**src/rtl/lfsr_pkg.sv**
```systemverilog
// Shared FSM state type and maximal-length Fibonacci tap masks for the
// LFSR word generator and its shift-register core.
package lfsr_pkg;

    typedef enum logic {
        ST_FILL = 1'b0,
        ST_HOLD = 1'b1
    } gen_state_e;

    localparam logic [7:0]  TAPS_8  = 8'hB8;
    localparam logic [15:0] TAPS_16 = 16'hB400;
    localparam logic [31:0] TAPS_32 = 32'h80200003;

endpackage

```
**src/rtl/lfsr_core.sv**
```systemverilog
// Fibonacci LFSR state register with feedback XOR, seed load and shift enable.
// Latency: state updates on the edge after shift/load; fb is combinational from state.
// Backpressure: none, the caller gates shift; load wins over shift.
module lfsr_core #(
    parameter int unsigned      WIDTH = 16,
    parameter logic [WIDTH-1:0] TAPS  = 16'hB400,
    parameter logic [WIDTH-1:0] SEED  = 16'h0001
) (
    input  logic             clk,
    input  logic             rst_n,
    input  logic             shift,
    input  logic             load,
    input  logic [WIDTH-1:0] seed_in,
    output logic             fb
);

    logic [WIDTH-1:0] state;

    assign fb = ^(state & TAPS);

    // A zero seed would lock the register up, so it is replaced by SEED.
    always_ff @(posedge clk or negedge rst_n) begin
        if (!rst_n) begin
            state <= SEED;
        end else if (load) begin
            state <= (seed_in == '0) ? SEED : seed_in;
        end else if (shift) begin
            state <= {state[WIDTH-2:0], fb};
        end
    end

endmodule

```
**src/rtl/lfsr_word_gen.sv**
```systemverilog
// Assembles OUT_BITS successive LFSR feedback bits into a word behind a valid/ready handshake.
// Latency: word valid OUT_BITS enabled cycles after FILL entry; one word per OUT_BITS+1 cycles.
// Backpressure: while rnd_ready is low in HOLD the LFSR and word are frozen.
module lfsr_word_gen
    import lfsr_pkg::*;
#(
    parameter int unsigned      WIDTH    = 16,
    parameter logic [WIDTH-1:0] TAPS     = TAPS_16,
    parameter logic [WIDTH-1:0] SEED     = 16'h0001,
    parameter int unsigned      OUT_BITS = 8
) (
    input  logic                clk,
    input  logic                rst_n,
    input  logic                en,
    input  logic                load,
    input  logic [WIDTH-1:0]    seed_in,
    output logic [OUT_BITS-1:0] rnd_word,
    output logic                rnd_valid,
    input  logic                rnd_ready
);

    localparam int unsigned     CW       = $clog2(OUT_BITS + 1);
    localparam logic [CW-1:0]   CNT_LAST = CW'(OUT_BITS - 1);

    gen_state_e          state_q, state_d;
    logic [CW-1:0]       cnt_q, cnt_d;
    logic [OUT_BITS-1:0] word_q, word_d;
    logic [OUT_BITS-1:0] word_shifted;
    logic                shift;
    logic                fb;

    lfsr_core #(
        .WIDTH (WIDTH),
        .TAPS  (TAPS),
        .SEED  (SEED)
    ) u_core (
        .clk     (clk),
        .rst_n   (rst_n),
        .shift   (shift),
        .load    (load),
        .seed_in (seed_in),
        .fb      (fb)
    );

    generate
        if (OUT_BITS == 1) begin : g_one_bit
            assign word_shifted = fb;
        end else begin : g_multi_bit
            assign word_shifted = {word_q[OUT_BITS-2:0], fb};
        end
    endgenerate

    // The word and LFSR shift in lockstep, so the low OUT_BITS of the LFSR
    // state always mirror the word once it is complete.
    always_comb begin
        state_d = state_q;
        cnt_d   = cnt_q;
        word_d  = word_q;
        shift   = 1'b0;
        if (load) begin
            state_d = ST_FILL;
            cnt_d   = '0;
            word_d  = '0;
        end else begin
            case (state_q)
                ST_FILL: begin
                    if (en) begin
                        shift  = 1'b1;
                        word_d = word_shifted;
                        if (cnt_q == CNT_LAST) begin
                            cnt_d   = '0;
                            state_d = ST_HOLD;
                        end else begin
                            cnt_d = cnt_q + 1'b1;
                        end
                    end
                end
                ST_HOLD: begin
                    if (rnd_ready) begin
                        state_d = ST_FILL;
                        cnt_d   = '0;
                    end
                end
                default: begin
                    state_d = ST_FILL;
                    cnt_d   = '0;
                end
            endcase
        end
    end

    always_ff @(posedge clk or negedge rst_n) begin
        if (!rst_n) begin
            state_q <= ST_FILL;
            cnt_q   <= '0;
            word_q  <= '0;
        end else begin
            state_q <= state_d;
            cnt_q   <= cnt_d;
            word_q  <= word_d;
        end
    end

    assign rnd_valid = (state_q == ST_HOLD);
    assign rnd_word  = word_q;

endmodule

```
**config.mk**
```make
export PLATFORM = sky130hd
export DESIGN_NAME = lfsr_word_gen
export DESIGN_NICKNAME = d
export VERILOG_FILES = /design/src/rtl/lfsr_pkg.sv /design/src/rtl/lfsr_core.sv /design/src/rtl/lfsr_word_gen.sv
export SDC_FILE = /design/constraint.sdc
export NUM_CORES = 1
export LEC_CHECK = 0
export CORE_UTILIZATION = 36
export CTS_CLUSTER_SIZE = 20
export DETAILED_ROUTE_END_ITERATION = 10
export HOLD_SLACK_MARGIN = 0.15
export PLACE_DENSITY = 0.6
export SETUP_SLACK_MARGIN = 0.5
export SYNTH_ARGS = -nofsm -noshare
export SYNTH_HDL_FRONTEND = slang
export SYNTH_SLANG_ARGS = --single-unit
export TNS_END_PERCENT = 30
```
**constraint.sdc**
```tcl
create_clock -name clk -period 1.1 [get_ports clk]
set_input_delay 0.165 -clock clk [delete_from_list [all_inputs] [get_ports clk]]
set_output_delay 0.165 -clock clk [all_outputs]
set_load 0.005 [all_outputs]
```
==> results of run 1 <==
## logic make-up after synthesis
logic type,share of synthesized area [%]
buffers and inverters,3.597
AO/OA/AOI/OAI,13.31
flip-flops,52.25
adder cells (fa/ha/maj),0.8991
multiplexers,10.79
AND/OR/NAND/NOR,17.27
XOR/XNOR,1.889
## state kept, by name, indices dropped and copies added (netlist names)
| name | flops |
|---|---|
| cnt_q | 4 |
| rnd_valid | 1 |
| rnd_word | 8 |
| u_core.state | 16 |
## final timing paths
| path | slack (ns) | cells past startpoint | end |
|---|---|---|---|
| worst max-delay path | -0.18 | 5 | u_core.state[5] |
| worst min-delay path | 0.24 | 2 | cnt_q[3] |
| worst max register to register | -0.18 | 5 | u_core.state[5] |
| worst min register to register | 0.52 | 2 | rnd_word[7] |
| max in group asynchronous | 0.62 | 2 | u_core.state[0] |
| min in group clk | 0.45 | 3 | u_core.state[15] |
## placed cells by master (no fill, tap or decap), types with 3 or more instances in the layout
cell type,instances
a21oi_1,9
a21oi_2,4
buf_12,3
buf_2,8
buf_4,20
clkbuf_8,7
clkdlybuf4s50_1,20
dfrtp_1,27
mux2i_1,14
nand2_1,31
nor2_1,5
nor4_1,3
o21ai_1,17
## timing repair
action	CTS	global route
resized for setup	38	5
cloned	0	0
pin swaps	4	1
setup endpoints to repair	38	38
buffers inserted	9	0
## area by class of cell
class                           instances  area [sq um]  area share [%]
Timing Repair Buffer                   53         476.7           23.61
Multi-Input combinational cell        105         653.1           32.34
Sequential cell                        29         728.2           36.06
Clock inverter                          1         5.005          0.2478
Tap cell                               48         60.06           2.974
Clock buffer                            7         96.34           4.771
## routing by layer
| metal | vias up | share of wire (%) | GRT usage, % |
|---|---|---|---|
| met5 | - | 0 | 0 |
| met1 | 565 | 46 | 19.55 |
| li1 | 597 | - | - |
| met3 | 4 | 4.9 | 6.071 |
| met2 | 25 | 48 | 29.79 |
| met4 | 0 | 1.1 | 5.000 |
## where the power goes
part | internal (W) | total (W) | switching [W]
combinational | 0.000243 | 0.000435 | 0.000192
clock | 0.000564 | 0.000959 | 0.000395
sequential | 0.00115 | 0.00120 | 0.0000469
## per-stage QoR
stage | worst slack, ns | area [sq um] | hold WS (ns) | TNS (ns) | cells
floorplan | -0.06957 | 1406 | -0.1306 | -0.8224 | 143
global placement | -0.3165 | 1853 | 0.5106 | -7.278 | 226
detailed placement | -0.3366 | 1853 | 0.5232 | -7.968 | 226
CTS | -0.1753 | 2002 | 0.2533 | -2.629 | 243
global route | -0.2285 | 2019 | 0.2552 | -4.251 | 243
finish | -0.1807 | 2019 | 0.2439 | -2.730 | 243
## Yosys cell counts, drive strengths merged
cell / count
o22a: 1
nand3b: 2
or3: 1
nand4: 1
a22o: 1
o21a: 1
dfstp: 1
a41o: 1
nand3: 1
dfrtp: 28
ha: 1
o21ai: 17
xor2: 2
clkbuf: 5
nand2: 32
xnor2: 1
nor2b: 4
nor3: 1
mux2i: 15
nor4: 3
nor2: 5
a21oi: 13
nand2b: 2
buf: 4
## critical path, stage by stage, from the launching register on
cell,delay (ns)
dfrtp_2,0.41
buf_6,0.13
nor2b_4,0.13
buf_12,0.17
mux2i_2,0.23
o21ai_1,0.08
==> summary.txt, run 1 <==
Power and ir drop
  • Lkg Pwr: 0.9271 nW
  • Maximum vdd drop: 676.8 uV
  • Pwr per Cell Area: 1283 nW/um^2
  • Total power: 0.002590 W

Floorplanning
  • Die W: 64.17 um
  • Rows: 22
  • Starting density of the core: between 30% and 40%
  • Die Ht: 64.17 um
  • Core area: 3689 sq um
  • Die area: 4117 sq um
  • I/O pins: 30

Timing
  • Final setup margin: -0.1807 ns
  • Worst-margin pin slew: approximately 0.32 ns
  • Count of final hold-check violations: 0
  • Period utilisation layout: 116.4%
  • Final setup violation count: 29
  • RSZ-0062 raised after global routing: true
  • Fmax: 0.7808 GHz
  • Number of max-slew violations in the final report: 0
  • Clk_skew: 0.007017 ns
  • Crit path time final: 1.281 ns
  • Slew Limit Headroom: between 70% and 80%

Synthesis
  • Post-synthesis net count: 165
  • Register bit total from synthesis: 29
  • Syn Inst Count: around 140
  • Largest cells by area after synthesis: dfrtp_1, mux2i_1, nand2_1, o21ai_1, a21oi_1
  • Area leader, netlist: dfrtp_1
  • Seq/Total Area, Yosys: 52.25%
  • Synth cell types: 28
  • Synth top area share: a little over 50%
  • Warnings, synthesis: 0
  • Mean Syn Cell Area: 9.730 sq um
  • Post-Syn Area: 1391 sq um

Layout
  • Area Growth Syn to Fin: 45.14%
  • N_diodes: 0
  • # fillers: 366
  • Share of layout cells above drive strength 1: 27.18%
  • Layout Utilization: a little over half
  • Net count, final: 216

Outcome
  • Status: finished, violations left
  • Failing checks: setup timing

Routing
  • Post-route ant nets: 0
  • Vias per cell: between 4 and 5
  • Vias: ~1.2k
  • Drt first pass iters: 4
  • Detailed Route WL: between 3 and 4 mm
  • DRC errors left: 0
  • Avg WL per Cell: roughly 12 um
  • 1st-iter DRT viols: 60

Clock tree
  • Num CTS Buffers: 5
  • Root Buffer Master: clkbuf_8
  • CTS Sinks: 29
  • Clock Latency Late Sink: roughly 0.28 ns
  • CTS H-Tree Depth: 2
  • TritonCTS clock tree: done
  • CTS clk-pin slew, worst paths: about 0.060 ns
  • CTS Hold Bufs: 0
  • CTS max path bufs: 2

Setup path
  • Worst Setup SP: rnd_valid
  • Worst r2r src: rnd_valid
  • Setup CP Type: reg -> reg
  • Critical path endpoint category: flip-flop
  • CP max FO: 14
  • Critical Path RT: between 1 and 1.5 ns
  • CP arrival: 1.44 ns
  • CP startpoint kind: flip-flop

Global routing
  • GRT Total Usage: 17.08%
  • Global-route wire length before repair: 5.306 mm
  • Largest net degree at the start of global routing: 32
  • Vias in the first global route: 1225
  • Initial antenna violation count: 0
  • Grt total ovfl: 0

Run
  • Maxcap violations: 0

Placement
  • Dpl hpwl: 2.061 mm
  • GPL Wtd Cong: 0.8235
  • # port buffers: 29

Min path
  • HP Class: in -> async
No activity file was read; power rests on OpenSTA's default activity.
==> run 2, diff against run 1 <==
--- a/config.mk
+++ b/config.mk
@@ -11,6 +11,7 @@
 export HOLD_SLACK_MARGIN = 0.15
 export PLACE_DENSITY = 0.6
 export SETUP_SLACK_MARGIN = 0.5
+export SLEW_MARGIN = 20
 export SYNTH_ARGS = -nofsm -noshare
 export SYNTH_HDL_FRONTEND = slang
 export SYNTH_SLANG_ARGS = --single-unit
==> results of run 2 <==
Final layout, timing and power as in run 1 (identical DEF).
